[src/rtl/uart_receiver_if.sv]
// Serial-side and byte-side signals of the UART receiver, bundled for port hookup.
// The slave modport is the receiver; the master modport drives the line and tick.
interface uart_receiver_if;
  logic       i_CLK_ENABLE;
  logic       i_RX;
  logic [7:0] o_DATA_OUT;
  logic       o_RX_VALID;
  logic       o_FRAME_ERROR;
  logic       o_RX_BUSY;

  modport slave (
    input  i_CLK_ENABLE,
    input  i_RX,
    output o_DATA_OUT,
    output o_RX_VALID,
    output o_FRAME_ERROR,
    output o_RX_BUSY
  );

  modport master (
    output i_CLK_ENABLE,
    output i_RX,
    input  o_DATA_OUT,
    input  o_RX_VALID,
    input  o_FRAME_ERROR,
    input  o_RX_BUSY
  );
endinterface

[src/rtl/uart_receiver.sv]
// 8N1 UART receiver driven by an external oversample tick; samples each bit at
// its centre and reports a good byte or a framing error with one-cycle pulses.
module uart_receiver #(
  parameter int p_OVERSAMPLE = 16
) (
  input logic            i_CLK,
  input logic            i_RESET,
  uart_receiver_if.slave bus
);

  localparam int TW = $clog2(p_OVERSAMPLE);
  localparam logic [TW-1:0] TICK_LAST = TW'(p_OVERSAMPLE - 1);
  localparam logic [TW-1:0] TICK_MID  = TW'(p_OVERSAMPLE / 2 - 1);

  typedef enum logic [1:0] {s_IDLE, s_START, s_DATA, s_STOP} state_t;

  state_t        state_reg, state_next;
  logic [TW-1:0] tick_cnt_reg, tick_cnt_next;
  logic [3:0]    bit_cnt_reg, bit_cnt_next;
  logic [7:0]    shift_reg, shift_next;
  logic [7:0]    data_reg, data_next;
  logic          valid_reg, valid_next;
  logic          ferr_reg, ferr_next;
  logic          busy_reg;
  logic [1:0]    sync_reg;
  logic          rx_s;

  // Two-flop synchronizer; resets to the idle (high) line level.
  always_ff @(posedge i_CLK) begin
    if (i_RESET) begin
      sync_reg <= 2'b11;
    end else begin
      sync_reg <= {sync_reg[0], bus.i_RX};
    end
  end

  assign rx_s = sync_reg[1];

  always_ff @(posedge i_CLK) begin
    if (i_RESET) begin
      state_reg    <= s_IDLE;
      tick_cnt_reg <= '0;
      bit_cnt_reg  <= '0;
      shift_reg    <= '0;
      data_reg     <= '0;
      valid_reg    <= 1'b0;
      ferr_reg     <= 1'b0;
      busy_reg     <= 1'b0;
    end else begin
      state_reg    <= state_next;
      tick_cnt_reg <= tick_cnt_next;
      bit_cnt_reg  <= bit_cnt_next;
      shift_reg    <= shift_next;
      data_reg     <= data_next;
      valid_reg    <= valid_next;
      ferr_reg     <= ferr_next;
      busy_reg     <= (state_reg != s_IDLE);
    end
  end

  always_comb begin
    state_next    = state_reg;
    tick_cnt_next = tick_cnt_reg;
    bit_cnt_next  = bit_cnt_reg;
    shift_next    = shift_reg;
    data_next     = data_reg;
    valid_next    = 1'b0;
    ferr_next     = 1'b0;

    if (bus.i_CLK_ENABLE) begin
      unique case (state_reg)
        s_IDLE: begin
          if (!rx_s) begin
            state_next    = s_START;
            tick_cnt_next = '0;
          end
        end
        // Re-check the line half a bit in to reject glitches as false starts.
        s_START: begin
          if (tick_cnt_reg == TICK_MID) begin
            tick_cnt_next = '0;
            bit_cnt_next  = '0;
            state_next    = rx_s ? s_IDLE : s_DATA;
          end else begin
            tick_cnt_next = tick_cnt_reg + 1'b1;
          end
        end
        s_DATA: begin
          if (tick_cnt_reg == TICK_LAST) begin
            tick_cnt_next = '0;
            shift_next    = {rx_s, shift_reg[7:1]};
            bit_cnt_next  = bit_cnt_reg + 1'b1;
            if (bit_cnt_reg == 4'd7) begin
              state_next = s_STOP;
            end
          end else begin
            tick_cnt_next = tick_cnt_reg + 1'b1;
          end
        end
        s_STOP: begin
          if (tick_cnt_reg == TICK_LAST) begin
            tick_cnt_next = '0;
            state_next    = s_IDLE;
            if (rx_s) begin
              data_next  = shift_reg;
              valid_next = 1'b1;
            end else begin
              ferr_next  = 1'b1;
            end
          end else begin
            tick_cnt_next = tick_cnt_reg + 1'b1;
          end
        end
        default: state_next = s_IDLE;
      endcase
    end
  end

  assign bus.o_DATA_OUT    = data_reg;
  assign bus.o_RX_VALID    = valid_reg;
  assign bus.o_FRAME_ERROR = ferr_reg;
  assign bus.o_RX_BUSY     = busy_reg;

endmodule

[src/flat_wrapper.sv]
// flat-port wrapper written by rule: the top's interface ports become plain ports
module uart_receiver_flat 
#(
  parameter int p_OVERSAMPLE = 16
)
  (i_CLK, i_RESET, bus_i_CLK_ENABLE, bus_i_RX, bus_o_DATA_OUT, bus_o_RX_VALID, bus_o_FRAME_ERROR, bus_o_RX_BUSY);
  uart_receiver_if bus_i ();
  input logic i_CLK;
  input logic i_RESET;
  input wire logic [$bits(bus_i.i_CLK_ENABLE)-1:0] bus_i_CLK_ENABLE;
  input wire logic [$bits(bus_i.i_RX)-1:0] bus_i_RX;
  output wire logic [$bits(bus_i.o_DATA_OUT)-1:0] bus_o_DATA_OUT;
  output wire logic [$bits(bus_i.o_RX_VALID)-1:0] bus_o_RX_VALID;
  output wire logic [$bits(bus_i.o_FRAME_ERROR)-1:0] bus_o_FRAME_ERROR;
  output wire logic [$bits(bus_i.o_RX_BUSY)-1:0] bus_o_RX_BUSY;
  assign bus_i.i_CLK_ENABLE = bus_i_CLK_ENABLE;
  assign bus_i.i_RX = bus_i_RX;
  assign bus_o_DATA_OUT = bus_i.o_DATA_OUT;
  assign bus_o_RX_VALID = bus_i.o_RX_VALID;
  assign bus_o_FRAME_ERROR = bus_i.o_FRAME_ERROR;
  assign bus_o_RX_BUSY = bus_i.o_RX_BUSY;
  uart_receiver #(.p_OVERSAMPLE(p_OVERSAMPLE)) u_core (.i_CLK(i_CLK), .i_RESET(i_RESET), .bus(bus_i));
endmodule
[config.mk]
export PLATFORM = sky130hd
export DESIGN_NAME = uart_receiver_flat
export DESIGN_NICKNAME = d
export VERILOG_FILES = /design/src/rtl/uart_receiver_if.sv /design/src/rtl/uart_receiver.sv /design/src/flat_wrapper.sv
export SDC_FILE = /design/constraint.sdc
export NUM_CORES = 1
export LEC_CHECK = 0
export BUFFER_PORTS_ARGS = -buffer_cell sky130_fd_sc_hd__buf_2
export CORE_ASPECT_RATIO = 1.75
export CORE_MARGIN = 3
export CORE_UTILIZATION = 30
export DETAILED_ROUTE_END_ITERATION = 16
export PLACE_DENSITY = 0.57
export SKIP_LAST_GASP = 1
export SYNTH_ARGS = -nofsm -noshare
export SYNTH_HDL_FRONTEND = slang
export SYNTH_SLANG_ARGS = --single-unit
[constraint.sdc]
create_clock -name i_CLK -period 1.8 [get_ports i_CLK]
set_clock_uncertainty 0.1 [all_clocks]
set_input_delay 0.09 -clock i_CLK [delete_from_list [all_inputs] [get_ports i_CLK]]
set_output_delay 0.09 -clock i_CLK [all_outputs]
set_load 0.01 [all_outputs]
==> summary.md <==
| Metric | Value |
|---|---|
| Status | completed |
| DIE AREA | 5136 um2 |
| H-tree Lvls | 2 |
| Die Y-Extent | just over 90 um |
| Cells on worst reg2reg path | 5 |
| Grt met1 use | 8.711% |
| Setup Fix Bufs, Post-CTS | 0 |
| Leakage power | about 0.00065 uW |
| Mapped cell area | 1285 um2 |
| Max-Cap Viols | 0 |
| Initial antenna violation count | 0 |
| Vias per cell | 4.870 |
| M2 GR Usage | 17.69% |
| Residual DRC | 0 |
| Via count | 935 |
| Seq cells post-synth | 31 |
| # IOs | 15 |
| Rows | 30 |
| Port bufs | 14 |
| Family with the most delay on the worst path | simple AND/OR/NAND/NOR gates |
| Total core area | 4016 um2 |
| Avg Cell Area, Syn | 10.20 um2 |
| First-pass GRT wire length | 3.857 mm |
| Main flop type after synthesis | dfxtp_1 |
| Min-Delay Path Class | primary input to flop |
| Fin nets | 150 |
| Synth area leaders | dfxtp_1 48%, mux2i_1 16%, nor2_1 6.7% |
| Clock Latency Late Sink | 0.28 ns |
| Max Slew Vio Count | 0 |
| Hold endpoint | u_core.state_reg[0] |
| Placed insts | 184 |
| Crit path time final | 1.628 ns |
| Hold Crit Depth | 3 |
| Sequential share of the synthesized area | 48.30% |
| Crit-path max FO | 8 |
| VDD IR-drop max | 664.6 uV |
| Worst-path clk slew | ~0.060 ns |
| Max Freq | 614.2 MHz |
| CTS root buffer | clkbuf_8 |
| Final Non-Filler Cells | 192 |
| Final period util | between 90% and 100% |
| Setup crit start kind | flop |
| Final WL | 2.240 mm |
| CP Cell Sequence | ha_1, and4_4, nand4_4, mux2i_1, nor2_1 |
| Net Count, Synth | 132 |
| Pwr/cell area | 847.3 nW/um2 |
| Fraction of layout cells with a size suffix above 1 | roughly a fifth |
| Final worst slack | 0.1719 ns |
| Gr ovfl total | 0 |
| GR met3 Demand/Resource | under 10% |
| Synth cell types | 34 |
| Post-synth EDFFs | 0 |
| Area Overhead vs Synth | 15.29% |
| Number of DRC markers in iteration 0 | 16 |
| Initial core utilization | 31.99% |
| Reg2reg start | u_core.tick_cnt_reg[0] |
| Number of global-route vias before repair | approximately 890 |
| FILL cells | 407 |
| Routed wire per std cell | 11.67 um |
| Crit. End Element | flop |
| Most Crowded Layer GR | met2 |
| Slew HR | 65.32% |
| Clock Path Buffers | 2 |
| Pre-CTS setup slack | 0.1522 ns |
| Die width | between 50 and 60 um |
| Min-delay src | bus_i_CLK_ENABLE |
| RSZ-0062 raised after global routing | no |
| Critical Path Source | u_core.tick_cnt_reg[0] |
| Clock sink count | 31 |
| Post-route ant nets | 0 |
| Share of the synthesized area in the top cell type | 48.30% |
| Worst r2r dst | u_core.bus.o_DATA_OUT[3] |
| # setup viols final | 0 |
| Setup Total Neg Slack | 0 ns |
| Critical Path AT | 1.67 ns |
| TritonCTS clock tree | done |
| N_diodes | 0 |
| Reg2Reg Setup Slack | 0.17 ns |
| Final hold violation count | 0 |
| Synth Warn # | 0 |
| Largest net degree at the start of global routing | 32 |
| Cells after synthesis | 126 |
| Synth area leader | dfxtp_1 |
| GRT Resource Usage Total | 9.472% |
| Total CTS buffers | 5 |
| Length of the first detailed-routing pass in iterations | 4 |
| Final HPWL DP | 1.666 mm |
| GP Congestion | approximately 0.77 |
| FFs w/ async S/R, synth | 0% |
| Critical path type | flop to flop |
| CP max-delay cell | dfxtp_1 |
| Actual slew at the worst max-slew pin | 0.5202 ns |
| Critical path buffers and inverters | 0 |
| Max incr delay on CP | approximately 0.37 ns |
| Data required, critical path | 1.84 ns |
-- cell usage in the layout (no fill, tap or decap) --
cell type,instances
ha_1,2
nor3b_2,1
dlygate4sd3_1,1
mux2i_1,20
nor3_1,3
and3_1,1
o21ai_1,1
o22ai_1,1
a211oi_1,1
dfxtp_1,31
a32oi_1,1
nand4_1,1
nor2b_1,1
nand3b_1,1
nand3_1,2
a31oi_1,1
buf_2,14
a21oi_1,3
and3b_1,2
and2_4,1
o211ai_1,2
nor4_1,2
o21ai_2,1
a22oi_1,1
xor2_1,2
nand2_1,6
buf_4,2
o2111a_1,1
and4_4,1
or2_1,4
clkinv_2,1
nor2_1,23
nand4_4,1
inv_1,1
and3_4,1
clkbuf_8,6
-- worst min-delay path: cells and delay by family --
kind	cells	cell delay (ns)
buffers and inverters	1	0.15
AO/OA/AOI/OAI	1	0.13
AND/OR/NAND/NOR	1	0.06
-- worst max path at each step --
stage          slack (ns)  cells after the start                       end
6_report             0.17                      5  u_core.bus.o_DATA_OUT[3]
5_1_grt              0.06                      5  u_core.bus.o_DATA_OUT[5]
4_1_cts              0.15                      5  u_core.bus.o_DATA_OUT[3]
3_5_place_dp         0.15                      5  u_core.bus.o_DATA_OUT[3]
3_3_place_gp         0.21                      5  u_core.bus.o_DATA_OUT[1]
2_1_floorplan        0.31                      6       u_core.shift_reg[7]
-- metal layers --
layer / part of all wire (%) / vias up
met2: 54 / 13
met4: 3.6 / 0
li1: - / 474
met3: 3.1 / 7
met5: 0 / -
met1: 39 / 441
-- power breakdown --
part           switching (uW)  internal (uW)
combinational            19.1           9.89
clock                     233            299
sequential               3.89            690
total                     256            999
-- synth_stat cells (all sizes together), types with 2 or more instances --
master and n:
a21oi 3, and3 2, and3b 2, buf 3, clkbuf 3, dfxtp 31
ha 2, mux2i 20, nand2 6, nand3 2, nand4 2, nor2 23
nor3 3, nor4 2, o211ai 2, o21ai 2, or2 4, xor2 2
-- timing repair --
action | in CTS | in global routing
hold endpoints to repair | 1 | 0
hold buffers | 1 | 0
gates resized for setup | 0 | 0
-- cell type report --
cell class / count / area (um2) / share of cell area [%]
Sequential cell: 31 / 620.6 / 41.89
Clock inverter: 1 / 5.005 / 0.3378
Inverter: 1 / 3.754 / 0.2534
Clock buffer: 6 / 82.58 / 5.574
Timing Repair Buffer: 17 / 95.09 / 6.419
Multi-Input combinational cell: 88 / 614.3 / 41.47
Tap cell: 48 / 60.06 / 4.054
-- logic make-up (layout without fill, tap and decap cells) --
family	after synthesis	after routing	synth area share [%]
buffers and inverters	7	25	3.894
adders and majority gates	2	2	1.947
DFF	31	31	48.30
xor gates and xnor gates	2	2	1.363
muxes	20	20	15.58
AOI/OAI and AO/OA	13	13	7.108
and+or+nand+nor	51	51	21.81
-- metrics by stage --
stage | hold slack, ns | cell area, um2 | util, % | total power (uW)
finish | 0.1020 | 1481 | 36.88 | 1255
global route | 0.1157 | 1481 | 36.88 | 1299
CTS | 0.09593 | 1481 | 36.88 | 1267
detailed placement | 0.1744 | 1384 | 34.45 | 737.2
global placement | 0.1671 | 1384 | 34.45 | 736.5
floorplan | 0.06161 | 1285 | - | 726.3
No activity file was read; power rests on OpenSTA's default activity.
